--- src/rtl/frame_draw_ctrl.sv ---
// Per-frame draw scheduler: runs the map drawer, then each sprite drawer in index order,
// onto the single VGA write port. A per-client watchdog keeps a stuck client from stalling the frame.
module frame_draw_ctrl #(
    parameter int          N_SPR   = 4,
    parameter logic [16:0] TIMEOUT = 17'd80000
) (
    input  logic                 clock,
    input  logic                 reset,
    input  logic                 frame_tick,
    input  logic                 map_done,
    input  logic [8:0]           map_x,
    input  logic [7:0]           map_y,
    input  logic [5:0]           map_colour,
    input  logic                 map_write,
    output logic                 map_enable,
    input  logic [N_SPR-1:0]     spr_done,
    input  logic [9*N_SPR-1:0]   spr_x,
    input  logic [8*N_SPR-1:0]   spr_y,
    input  logic [6*N_SPR-1:0]   spr_colour,
    input  logic [N_SPR-1:0]     spr_write,
    output logic [N_SPR-1:0]     spr_enable,
    output logic [8:0]           vga_x,
    output logic [7:0]           vga_y,
    output logic [5:0]           vga_colour,
    output logic                 vga_write,
    output logic                 busy,
    output logic                 frame_done,
    output logic                 overrun,
    output logic                 timeout_err
);

    localparam int IW = $clog2(N_SPR + 1);

    typedef enum logic [2:0] {
        S_IDLE = 3'd0,
        S_MAP  = 3'd1,
        S_SPR  = 3'd2,
        S_GAP  = 3'd3,
        S_FIN  = 3'd4
    } state_t;

    state_t          state_r;
    logic [IW-1:0]   idx_r;
    logic [16:0]     wd_r;
    logic            pending_r;
    logic            armed_r;

    logic [8:0]       sel_x_s;
    logic [7:0]       sel_y_s;
    logic [5:0]       sel_c_s;
    logic             sel_w_s;
    logic             sel_done_s;
    logic [N_SPR-1:0] onehot_s;
    logic             tick_s;
    logic             in_client_s;
    logic             client_done_s;
    logic             wd_hit_s;
    logic             advance_s;

    // A tick in the first cycle after reset release is dropped (armed_r is still 0).
    assign tick_s      = frame_tick & armed_r;
    assign in_client_s = (state_r == S_MAP) || (state_r == S_SPR);
    assign wd_hit_s    = (wd_r == (TIMEOUT - 17'd1));
    assign advance_s   = in_client_s & (client_done_s | wd_hit_s);

    // Decode the sprite index and AND-OR select that sprite's outputs and done.
    always_comb begin
        sel_x_s    = 9'd0;
        sel_y_s    = 8'd0;
        sel_c_s    = 6'd0;
        sel_w_s    = 1'b0;
        sel_done_s = 1'b0;
        onehot_s   = {N_SPR{1'b0}};
        for (int i = 0; i < N_SPR; i++) begin
            onehot_s[i] = (idx_r == IW'(i));
            sel_x_s     = sel_x_s | (spr_x[i*9 +: 9] & {9{onehot_s[i]}});
            sel_y_s     = sel_y_s | (spr_y[i*8 +: 8] & {8{onehot_s[i]}});
            sel_c_s     = sel_c_s | (spr_colour[i*6 +: 6] & {6{onehot_s[i]}});
            sel_w_s     = sel_w_s | (spr_write[i] & onehot_s[i]);
            sel_done_s  = sel_done_s | (spr_done[i] & onehot_s[i]);
        end
    end

    // Only the currently enabled client's done is honoured.
    always_comb begin
        client_done_s = 1'b0;
        case (state_r)
            S_MAP:   client_done_s = map_done;
            S_SPR:   client_done_s = sel_done_s;
            default: client_done_s = 1'b0;
        endcase
    end

    // Frame sequencer, watchdog, tick queueing and sticky error flags.
    always_ff @(posedge clock or negedge reset) begin
        if (!reset) begin
            state_r     <= S_IDLE;
            idx_r       <= {IW{1'b0}};
            wd_r        <= 17'd0;
            pending_r   <= 1'b0;
            armed_r     <= 1'b0;
            map_enable  <= 1'b0;
            spr_enable  <= {N_SPR{1'b0}};
            busy        <= 1'b0;
            frame_done  <= 1'b0;
            overrun     <= 1'b0;
            timeout_err <= 1'b0;
        end else begin
            armed_r    <= 1'b1;
            frame_done <= 1'b0;
            // Ticks during a frame (FIN included) queue one deep; a second one is an overrun.
            if (tick_s && (state_r != S_IDLE)) begin
                if (pending_r) begin
                    overrun <= 1'b1;
                end else begin
                    pending_r <= 1'b1;
                end
            end
            case (state_r)
                S_IDLE: begin
                    wd_r <= 17'd0;
                    if (tick_s || pending_r) begin
                        state_r    <= S_MAP;
                        pending_r  <= 1'b0;
                        busy       <= 1'b1;
                        map_enable <= 1'b1;
                        idx_r      <= {IW{1'b0}};
                    end
                end
                S_MAP, S_SPR: begin
                    if (advance_s) begin
                        state_r    <= S_GAP;
                        map_enable <= 1'b0;
                        spr_enable <= {N_SPR{1'b0}};
                        wd_r       <= 17'd0;
                        idx_r      <= (state_r == S_SPR) ? (idx_r + IW'(1)) : {IW{1'b0}};
                        if (!client_done_s) begin
                            timeout_err <= 1'b1;
                        end
                    end else begin
                        wd_r <= wd_r + 17'd1;
                    end
                end
                S_GAP: begin
                    if (idx_r < IW'(N_SPR)) begin
                        state_r    <= S_SPR;
                        spr_enable <= onehot_s;
                        wd_r       <= 17'd0;
                    end else begin
                        state_r    <= S_FIN;
                        frame_done <= 1'b1;
                        busy       <= 1'b0;
                    end
                end
                S_FIN: begin
                    state_r <= S_IDLE;
                end
                default: begin
                    state_r    <= S_IDLE;
                    map_enable <= 1'b0;
                    spr_enable <= {N_SPR{1'b0}};
                    busy       <= 1'b0;
                end
            endcase
        end
    end

    // Registered pixel mux; coordinates hold whenever no client is enabled.
    always_ff @(posedge clock or negedge reset) begin
        if (!reset) begin
            vga_x      <= 9'd0;
            vga_y      <= 8'd0;
            vga_colour <= 6'd0;
            vga_write  <= 1'b0;
        end else if (map_enable) begin
            vga_x      <= map_x;
            vga_y      <= map_y;
            vga_colour <= map_colour;
            vga_write  <= map_write;
        end else if (|spr_enable) begin
            vga_x      <= sel_x_s;
            vga_y      <= sel_y_s;
            vga_colour <= sel_c_s;
            vga_write  <= sel_w_s;
        end else begin
            vga_write  <= 1'b0;
        end
    end

endmodule
--- config.mk ---
export PLATFORM = sky130hd
export DESIGN_NAME = frame_draw_ctrl
export DESIGN_NICKNAME = d
export VERILOG_FILES = /design/src/rtl/frame_draw_ctrl.sv
export SDC_FILE = /design/constraint.sdc
export NUM_CORES = 1
export LEC_CHECK = 0
export CORE_AREA = 10 10 114 85
export DETAILED_ROUTE_END_ITERATION = 8
export DIE_AREA = 0 0 124 95
export GPL_ROUTABILITY_DRIVEN = 0
export PLACE_DENSITY = 0.85
export SYNTH_ARGS = -nofsm -noshare
export SYNTH_HDL_FRONTEND = slang
export SYNTH_SLANG_ARGS = --single-unit
--- constraint.sdc ---
create_clock -name clock -period 5.1 [get_ports clock]
set_clock_uncertainty 0.05 [all_clocks]
set_input_delay 1.275 -clock clock [delete_from_list [all_inputs] [get_ports clock]]
set_output_delay 1.275 -clock clock [all_outputs]
set_load 0.03 [all_outputs]
==> flow_summary.ini <==
[synth]
synth_area_leaders = dfrtp_1, a22oi_1, nor2_1, a21oi_1, nand3_1
syn_area_per_cell_um2 = 8.844
synth_seq_cells = 58
ys.flop_type = dfrtp_1
ys_types = 42
async_flop_share_pct = 100.0
yosys_warnings = 0
synth_enable_flop_cells = 0
synth_cells = 364
synth_nets = 498
syn-cell-area_mm2 = 0.003219
yosys.area.top_type = dfrtp_1
yosys.area.top_type_share_pct = 45.08
yosysSeqAreaShare_pct = 45.08

[floorplanning]
dieHeight_um = 95
start_util_pct = 42.35
fp.dieArea_mm2 = 0.01178
fp.dieW_um = 124
pin_count = 161
core_area_mm2 = 0.007601
num_rows = 27

[timing]
setup_tns_ps = 0
setup_viol = 0
drv_slew = 0
min_period_over_period_pct = 57.00
min_period_ps = 2907
rsz0062_at_grt = no
worst_pin_slew_ps = 1000
relSlewSlack_pct = 33.34
hold_viol = 0
fmax_mhz = 344.0

[clocking]
clk_pin_slew_ps = 70
h-tree-depth = 3
hold_buffers = 0
cts_resized = 0
root_buffer = clkbuf_8
cts.sinks = 58
cts_buffers = 9
cts_setup_buffers = 0
clock_latency_ps = 320
cts_tree = done
cts_buffer_depth = 2

[detailed_routing]
vias = 3454
vias_per_cell = 5.571
drc = 0
first_pass_iters = 5
drtIter0Drc = 351
finalWirelength_um = 12750
antenna_left = 0
drt-wirelength-per-cell_um = 20.56

[grt]
grt_overflow_total = 0
grt_max_degree = 59
antenna_found_initial = 0
track_usage_pct = 20.56
grt_pass1_wl_um = 18750
grt_pass1_vias = 3495

[worst_hold_path]
hold_path.class = flip-flop to flip-flop

[power_and_ir_drop]
power_switching_mw = 1.282
power_frac_clock_pct = 16.4
ir_worst_vdd_mv = 0.5553
p_seq_share_pct = 26.2
combPwrFrac_pct = 57.5
leakage_nw = 2.049
swShare_pct = 45.18
power.density_mw_per_mm2 = 556.4
p_int_mw = 1.555

[setup_path]
path_class = flip-flop to flip-flop
max_stage_delay_ps = 830
critical_path.slowest_cell = ha_1
cp_data_arrival_time_ps = 3050
crit_required_ps = 5240
worstPathMaxFanout = 26
cp_cell_sequence = inv_1, ha_1, nand2_1, o2111ai_1, a211oi_2, nor2_2, nor2_1
crit_path_end_kind = flip-flop
cp-start-kind = flip-flop

[run_status]
status = completed

[finish]
layout_common_cells = clkdlybuf4s50_1, dfrtp_1, a22oi_1
fillCellCount = 607
areaGrowthSynthToFinish_pct = 58.41
design_area_mm2 = 0.005100
drive_gt1_share_pct = 5.588
layout_commonest_cell = clkdlybuf4s50_1
diodes = 0
fin_cells = 620
fin_nets = 648

[flow_run]
maxCapViolations = 0

[placed_design]
dp.cells = 604
hpwl_um = 9936
dpl_cell_area_mm2 = 0.004881
io_buffer_count = 160
-- layer usage --
| layer | GRT usage (%) | up-vias | wire, um |
|---|---|---|---|
| met4 | 6.597 | 0 | 234 |
| li1 | - | 1635 | - |
| met3 | 4.589 | 18 | 625 |
| met1 | 24.79 | 1663 | 5007 |
| met5 | 0 | - | 0 |
| met2 | 35.74 | 138 | 6879 |
-- Yosys cell counts (all sizes together) (2+ instances only) --
| cell type | n |
|---|---|
| xnor2 | 6 |
| dfrtp | 58 |
| nor2b | 4 |
| nor3 | 3 |
| a22oi | 49 |
| a31oi | 2 |
| nor2 | 47 |
| inv | 9 |
| o21ai | 28 |
| nand4 | 5 |
| a21o | 2 |
| a22o | 3 |
| nand3 | 28 |
| nor3b | 2 |
| or3 | 2 |
| xor2 | 8 |
| ha | 6 |
| nor4 | 5 |
| and3 | 4 |
| o21bai | 2 |
| o2bb2ai | 3 |
| buf | 5 |
| nand3b | 2 |
| nand2 | 18 |
| clkbuf | 22 |
| a21oi | 30 |
-- metrics by stage --
| stage | setup WS (ps) | hold WS (ps) | total power [mW] | utilization, % |
|---|---|---|---|---|
| CTS | 2187 | 436.0 | 2.857 | 67.09 |
| global route | 1932 | 464.0 | 3.043 | 67.09 |
| detailed placement | 1869 | 413.4 | 2.377 | 64.21 |
| floorplan | 2580 | 436.7 | 1.777 | - |
| global placement | 1901 | 415.0 | 2.331 | 64.21 |
| finish | 2193 | 426.4 | 2.838 | 67.09 |
-- cell families after synthesis --
logic type      share of synthesized area [%]
compound gates                          25.15
simple gates                            18.81
flops                                   45.08
buf+inv                                 4.353
xor+xnor                                3.809
fa+ha+maj                               2.332
other cells                            0.1165
mux                                    0.3498
-- worst max-delay path, delay by kind of cell (launching register included) --
family	cells	cell delay [ps]
buffers and inverters	1	150
AO/OA/AOI/OAI	2	470
adder cells (fa/ha/maj)	1	830
AND/OR/NAND/NOR	3	750
flip-flops	1	500
-- sequential cells by signal, indices dropped and copies added (netlist names) --
signal and cells:
state_r 3, pending_r 1, busy 1, vga_x 9, overrun 1, map_enable 1, vga_colour 6, vga_y 8
armed_r 1, vga_write 1, timeout_err 1, idx_r 3, frame_done 1, spr_enable 4, wd_r 17
-- final cells by class --
class	count	area [um^2]	share of cell area (%)
Multi-Input combinational cell	270	1628	31.92
Timing Repair Buffer	166	1642	32.19
Clock inverter	5	77.57	1.521
Sequential cell	58	1451	28.46
Inverter	9	33.78	0.6624
Tap cell	101	126.4	2.478
Clock buffer	11	141.4	2.772
-- power groups by stage --
stage	combinational, mW	clock (mW)	sequential (mW)
2_1_floorplan	0.849	0	0.928
3_3_place_gp	1.60	0	0.736
3_5_place_dp	1.63	0	0.748
4_1_cts	1.64	0.474	0.742
5_1_grt	1.78	0.500	0.763
6_report	1.63	0.464	0.743
-- path summary, 6_finish.rpt --
check	endpoint	cells after the start	slack, ps	start
max in group asynchronous	overrun	2	3470	reset
min	overrun	1	430	overrun
min in group asynchronous	vga_x[3]	2	1040	reset
max reg2reg	wd_r[6]	7	2190	idx_r[2]
min reg2reg	overrun	1	430	overrun
max	wd_r[6]	7	2190	idx_r[2]
Note: power is estimated with default switching activity, not from simulation.
